File: src/rtl/axis_trigger_stamper_pkg.sv
// Shared types and width helpers for the trigger timestamper.
package axis_trigger_stamper_pkg;

    localparam int DIN_WIDTH_DEF       = 66;
    localparam int TIME_WIDTH_DEF      = 62;
    localparam int FIFO_ADDR_WIDTH_DEF = 4;
    localparam int HOLDOFF_WIDTH_DEF   = 16;

    typedef enum logic {
        MODE_LEVEL = 1'b0,
        MODE_EDGE  = 1'b1
    } mode_e;

    // Event word at the default widths; instances with other widths build the same layout locally.
    typedef struct packed {
        logic [TIME_WIDTH_DEF-1:0] ts;
        logic [DIN_WIDTH_DEF-1:0]  data;
    } event_word_t;

    function automatic int tdata_width(input int din_w, input int time_w);
        return din_w + time_w;
    endfunction

    function automatic int fifo_depth(input int addr_w);
        return 1 << addr_w;
    endfunction

endpackage

File: src/rtl/axis_trigger_stamper_fifo.sv
// Synchronous first-word-fall-through FIFO; a push into a full FIFO is accepted when a pop happens in the same cycle.
module axis_trigger_stamper_fifo
    import axis_trigger_stamper_pkg::*;
#(
    parameter int WIDTH      = 8,
    parameter int ADDR_WIDTH = 4
) (
    input  logic             aclk,
    input  logic             aresetn,
    input  logic             push,
    input  logic [WIDTH-1:0] push_data,
    input  logic             pop,
    output logic             full,
    output logic             empty,
    output logic [WIDTH-1:0] rd_data
);

    localparam int DEPTH = fifo_depth(ADDR_WIDTH);
    localparam logic [ADDR_WIDTH:0] DEPTH_CNT = (ADDR_WIDTH+1)'(DEPTH);

    logic [WIDTH-1:0]      mem [DEPTH];
    logic [ADDR_WIDTH-1:0] wr_ptr;
    logic [ADDR_WIDTH-1:0] rd_ptr;
    logic [ADDR_WIDTH:0]   count;
    logic                  push_ok;
    logic                  pop_ok;

    assign full    = (count == DEPTH_CNT);
    assign empty   = (count == '0);
    assign pop_ok  = pop && !empty;
    assign push_ok = push && (!full || pop_ok);
    assign rd_data = mem[rd_ptr];

    always_ff @(posedge aclk) begin
        if (push_ok) begin
            mem[wr_ptr] <= push_data;
        end
    end

    always_ff @(posedge aclk) begin
        if (!aresetn) begin
            wr_ptr <= '0;
            rd_ptr <= '0;
            count  <= '0;
        end else begin
            if (push_ok) begin
                wr_ptr <= wr_ptr + ADDR_WIDTH'(1);
            end
            if (pop_ok) begin
                rd_ptr <= rd_ptr + ADDR_WIDTH'(1);
            end
            case ({push_ok, pop_ok})
                2'b10:   count <= count + (ADDR_WIDTH+1)'(1);
                2'b01:   count <= count - (ADDR_WIDTH+1)'(1);
                default: count <= count;
            endcase
        end
    end

endmodule

File: src/rtl/axis_trigger_stamper.sv
// Trigger timestamper: masked level/edge detection with holdoff, stamped events streamed out over AXI4-Stream.
// Optional lost-event counter enabled by defining AXIS_TRIGGER_STAMPER_LOST_COUNT_EN.
module axis_trigger_stamper
    import axis_trigger_stamper_pkg::*;
#(
    parameter int DIN_WIDTH       = DIN_WIDTH_DEF,
    parameter int TIME_WIDTH      = TIME_WIDTH_DEF,
    parameter int FIFO_ADDR_WIDTH = FIFO_ADDR_WIDTH_DEF,
    parameter int HOLDOFF_WIDTH   = HOLDOFF_WIDTH_DEF
) (
    input  logic                            aclk,
    input  logic                            aresetn,
    input  logic [DIN_WIDTH-1:0]            din,
    input  logic [DIN_WIDTH-1:0]            cfg_mask,
    input  logic                            cfg_edge,
    input  logic [HOLDOFF_WIDTH-1:0]        cfg_holdoff,
    input  logic                            cfg_clear,
    output logic [TIME_WIDTH+DIN_WIDTH-1:0] m_axis_tdata,
    output logic                            m_axis_tvalid,
    input  logic                            m_axis_tready,
    output logic                            overflow,
    output logic [1:0]                      test
`ifdef AXIS_TRIGGER_STAMPER_LOST_COUNT_EN
    ,
    output logic [31:0]                     lost_count
`endif
);

    localparam int TDATA_W = tdata_width(DIN_WIDTH, TIME_WIDTH);

    typedef struct packed {
        logic [TIME_WIDTH-1:0] ts;
        logic [DIN_WIDTH-1:0]  data;
    } evt_t;

    logic [TIME_WIDTH-1:0]    time_cnt;
    logic [TIME_WIDTH-1:0]    time_p1;
    logic [DIN_WIDTH-1:0]     din_p1;
    logic [DIN_WIDTH-1:0]     din_prev_p1;
    logic [DIN_WIDTH-1:0]     hit_vec;
    logic [HOLDOFF_WIDTH-1:0] holdoff_cnt;
    mode_e                    mode;
    logic                     hit;
    logic                     pop;
    logic                     drop;
    logic                     fifo_full;
    logic                     fifo_empty;
    evt_t                     push_word;

    // Stage 1: sample the trigger bus and the free-running time counter.
    always_ff @(posedge aclk) begin
        if (!aresetn) begin
            time_cnt    <= '0;
            time_p1     <= '0;
            din_p1      <= '0;
            din_prev_p1 <= '0;
        end else begin
            time_cnt    <= time_cnt + TIME_WIDTH'(1);
            time_p1     <= time_cnt;
            din_p1      <= din;
            din_prev_p1 <= din_p1;
        end
    end

    assign mode = mode_e'(cfg_edge);

    always_comb begin
        hit_vec = din_p1 & cfg_mask;
        if (mode == MODE_EDGE) begin
            hit_vec = hit_vec & ~din_prev_p1;
        end
    end

    assign hit = (|hit_vec) && (holdoff_cnt == '0);

    // Dropped hits also open a holdoff window, so the load does not depend on FIFO space.
    always_ff @(posedge aclk) begin
        if (!aresetn) begin
            holdoff_cnt <= '0;
        end else if (hit) begin
            holdoff_cnt <= cfg_holdoff;
        end else if (holdoff_cnt != '0) begin
            holdoff_cnt <= holdoff_cnt - HOLDOFF_WIDTH'(1);
        end
    end

    // Stage 2: push the stamped event; the FIFO head drives the stream.
    assign pop       = m_axis_tvalid && m_axis_tready;
    assign drop      = hit && fifo_full && !pop;
    assign push_word = '{ts: time_p1, data: din_p1};

    axis_trigger_stamper_fifo #(
        .WIDTH      (TDATA_W),
        .ADDR_WIDTH (FIFO_ADDR_WIDTH)
    ) u_fifo (
        .aclk      (aclk),
        .aresetn   (aresetn),
        .push      (hit),
        .push_data (push_word),
        .pop       (pop),
        .full      (fifo_full),
        .empty     (fifo_empty),
        .rd_data   (m_axis_tdata)
    );

    assign m_axis_tvalid = !fifo_empty;
    assign test          = {fifo_full, hit};

    always_ff @(posedge aclk) begin
        if (!aresetn) begin
            overflow <= 1'b0;
        end else if (drop) begin
            overflow <= 1'b1;
        end else if (cfg_clear) begin
            overflow <= 1'b0;
        end
    end

`ifdef AXIS_TRIGGER_STAMPER_LOST_COUNT_EN
    function automatic logic [31:0] sat_inc32(input logic [31:0] v);
        return (v == 32'hFFFF_FFFF) ? v : v + 32'd1;
    endfunction

    // A drop coincident with a clear counts as the first loss after the clear.
    always_ff @(posedge aclk) begin
        if (!aresetn) begin
            lost_count <= '0;
        end else if (drop) begin
            lost_count <= cfg_clear ? 32'd1 : sat_inc32(lost_count);
        end else if (cfg_clear) begin
            lost_count <= '0;
        end
    end
`endif

endmodule

File: config.mk
export PLATFORM = sky130hd
export DESIGN_NAME = axis_trigger_stamper
export DESIGN_NICKNAME = d
export VERILOG_FILES = /design/src/rtl/axis_trigger_stamper_pkg.sv /design/src/rtl/axis_trigger_stamper_fifo.sv /design/src/rtl/axis_trigger_stamper.sv
export SDC_FILE = /design/constraint.sdc
export NUM_CORES = 2
export LEC_CHECK = 0
export ABC_CLOCK_PERIOD_IN_PS = 12500
export CAP_MARGIN = 25
export CORE_MARGIN = 2
export CORE_UTILIZATION = 46
export CTS_CLUSTER_SIZE = 12
export DETAILED_ROUTE_END_ITERATION = 16
export DONT_BUFFER_PORTS = 1
export PLACE_DENSITY = 0.61
export SYNTH_ARGS = -nofsm -noshare
export SYNTH_HDL_FRONTEND = slang
export SYNTH_SLANG_ARGS = --single-unit
File: constraint.sdc
create_clock -name aclk -period 12.5 [get_ports aclk]
set_input_delay 0.625 -clock aclk [delete_from_list [all_inputs] [get_ports aclk]]
set_output_delay 0.625 -clock aclk [all_outputs]
set_load 0.02 [all_outputs]
==> run metrics <==
Routed Antenna Nets=0; #FFs+latches synth=2,338; Lkg Pwr=31.2 nW; fin util=52.5%; wire length per cell=30.5 um; postcts setup bufs=0; Core ar.=0.188 sq mm; Clock Tree Buf Depth=3; CP Launch Point=din_p1[35]; post-route insts no fill=6,883; Crit path top cell by count=buf_4; DR iter-0 viols=3,680; Post-synth ARST share=0%; Clk pin slew, worst setup/hold paths=0.06 ns; CP Launch Type=flop; initial antenna violation count=28; DP Cell Count=6,332; Setup-failing EPs final=0; clock sinks=2,338; # hold bufs at CTS=96; maximum VDD drop=0.000145 V; cell at the slowest stage of the critical path=and3_4; Worst Hold Class=in -> reg; CTS tree=yes; Mapped Cells=3,969; placed inst area=0.0902 sq mm; DR vias=39,851; total gr overflow=0; final WL=210 mm; gr usage total=21.9%; post-CTS sizing=0; critical path data arrival time=6.46 ns; combinational share of power=15.5%; Nets=4,332; HP Start=aresetn; DRC=0; io pins=285; Reg power frac=48.2%; CP peak stage delay=0.87 ns; Buf+Inv Stages, Crit Path=2; layout cells sized above 1=23.8%; Clock Latency Late Sink=0.85 ns; power per cell area=185 mW/mm^2; cell family with most CP delay=simple AND/OR/NAND/NOR gates; DP HPWL=114 mm; max-slew violations=0; Clock Skews=0.0672 ns; first-pass GRT wire length=302 mm; worst slew pin tran=1.16 ns; final worst path period share=48.2%; post-route minimum period=6.02 ns; synthesis warning total=0; row cnt=159; Syn Std Cell Area=0.0871 sq mm; pin count of the biggest net entering global routing=145; Die X=439 um; run status=finished, final reports clean; CP Cell Sequence=nand2_1, a21oi_1, nor4_1, nand4_1, or4_1, and3_1, and3_4, buf_4, buf_4; CP Max Fanout=48; Mean Syn Cell Area=21.9 sq um; drt via density=5.79; Die ar.=0.193 sq mm; Int Pwr=0.0137 W; area overhead of the layout relative to synthesis=13.2%; drt first pass iters=5; die height=439 um; Distinct cells, synth=59; Switching Fraction=25.2%; Initial Util=46.3%; syn nets=4,131; top_reg_cell synth=edfxtp_1; final instance area=0.0986 sq mm; CP endpoint kind=flop; clock root buffer=clkbuf_16; maxcap violations=0; gpl congestion=0.769; RSZ-0062 raised after global routing=no; fmax=166 MHz; setup_tns=0 ns; input/output buffers=0; data required time of the worst path=12.94 ns; number of H-tree levels=4; sequential area share after synthesis=77.3%; CTS Buf Count=232; Hold Vio Cnt, Final=0; Max-slew headroom=22.9%; vias in the first global route=41,053; clock share of power=36.3%; worst setup path class=reg -> reg; Sw Pwr=0.00461 W; reg2reg start=din_p1[35]; EDFF count, synth=2,048
==> synthesized netlist by cell type, types with 3 or more instances <==
cell,instances,area (sq um)
mux4_2,625,14100
nor3_1,15,75.1
a21oi_1,45,225
and3_1,35,219
buf_2,3,15.0
o21ai_0,12,60.1
nand4_1,24,150
or4_1,7,52.6
or3_1,11,68.8
and4_1,10,87.6
xnor2_1,21,184
o22ai_1,9,56.3
inv_1,11,41.3
nor2_1,85,319
mux2_2,5,56.3
or2_2,3,18.8
nand2_1,112,420
mux2i_1,22,220
a22oi_1,4,30.0
ha_1,8,100
buf_1,37,139
a32oi_1,8,70.1
nand3_1,18,90.1
nor2b_1,22,138
xor2_1,38,333
edfxtp_1,2048,61500
nand3b_1,8,60.1
and2_1,217,1360
a211oi_1,16,120
dfxtp_1,290,5810
nand2b_1,5,31.3
nor4_1,7,43.8
buf_4,3,22.5
a32o_1,4,40.0
clkbuf_1,153,574
==> cells in the final DEF (no fill, tap or decap), types with 12 or more instances in the layout <==
cell type and n:
edfxtp_1 2048, nor2b_1 21, clkbuf_8 40, nand3_1 18
diode_2 16, dfxtp_1 286, dlygate4sd3_1 94, clkbuf_1 119
xnor2_1 21, buf_4 56, o21ai_0 12, clkinv_2 14
a211oi_1 16, nor2_1 85, mux4_2 625, nand2_1 112
and3_4 14, mux2i_1 22, clkbuf_16 235, and2_1 217
xor2_1 38, nor3_1 14, nand4_1 24, a21oi_1 45
and3_1 21
==> state kept, by name, summed over array words and instances, names as in the netlist, named ones only <==
register,flops
u_fifo.rd_ptr,4
holdoff_cnt,16
u_fifo.count,5
din_prev_p1,66
u_fifo.wr_ptr,4
u_fifo.mem,2048
time_cnt,62
time_p1,62
overflow,1
din_p1,66
==> final timing paths <==
kind / endpoint / slack, ns / cells after the start
worst min register to register: time_cnt[0] / 0.48 / 1
worst max-delay path: u_fifo.mem[11][114] / 6.48 / 9
worst min-delay path: holdoff_cnt[11] / 0.06 / 2
worst max register to register: u_fifo.mem[11][114] / 6.48 / 9
==> per-stage QoR <==
stage                     setup slack (ns)  hold WS [ns]  total power [W]
after global placement                6.55         0.456           0.0118
after CTS                             6.47      0.000620           0.0185
after floorplan                      0.569         0.426           0.0110
after detailed placement              6.52         0.462           0.0118
final                                 6.48        0.0551           0.0183
after global routing                  6.18      0.000445           0.0189
==> per-layer routing <==
| layer | GRT usage [%] | wire length, um | up-vias |
|---|---|---|---|
| li1 | - | - | 16809 |
| met1 | 29.4 | 85700 | 21607 |
| met2 | 37.0 | 107000 | 1155 |
| met3 | 4.19 | 12500 | 268 |
| met4 | 5.65 | 4730 | 12 |
| met5 | 0 | 75 | - |
==> power groups by stage <==
| stage | registers [W] | logic [W] | clock network, W |
|---|---|---|---|
| after global routing | 0.00883 | 0.00302 | 0.00707 |
| after detailed placement | 0.00898 | 0.00286 | 0 |
| after global placement | 0.00897 | 0.00285 | 0 |
| after floorplan | 0.00892 | 0.00208 | 0 |
| after CTS | 0.00881 | 0.00291 | 0.00676 |
| final | 0.00881 | 0.00283 | 0.00663 |
==> final cells by class <==
type                            count  area, sq um
Clock inverter                     42          457
Antenna cell                       16         40.0
Inverter                           11         41.3
Sequential cell                  2338        67300
Fill cell                       14542        89400
Timing Repair Buffer              166         1720
Tap cell                         2495         3120
Clock buffer                      394         6880
Multi-Input combinational cell   1421        19000
==> cells by family (layout without fill, tap and decap cells) <==
| family | after synthesis | after routing | share of synthesized area [%] |
|---|---|---|---|
| AND/OR/NAND/NOR | 586 | 586 | 3.67 |
| other | 0 | 16 | 0 |
| XOR/XNOR | 59 | 59 | 0.593 |
| flip-flops | 2338 | 2338 | 77.3 |
| multiplexers | 653 | 653 | 16.5 |
| AO/OA/AOI/OAI | 114 | 114 | 0.856 |
| adder cells (fa/ha/maj) | 9 | 9 | 0.138 |
| buffers and inverters | 210 | 613 | 0.941 |
Power figures use the tool's default switching activity.
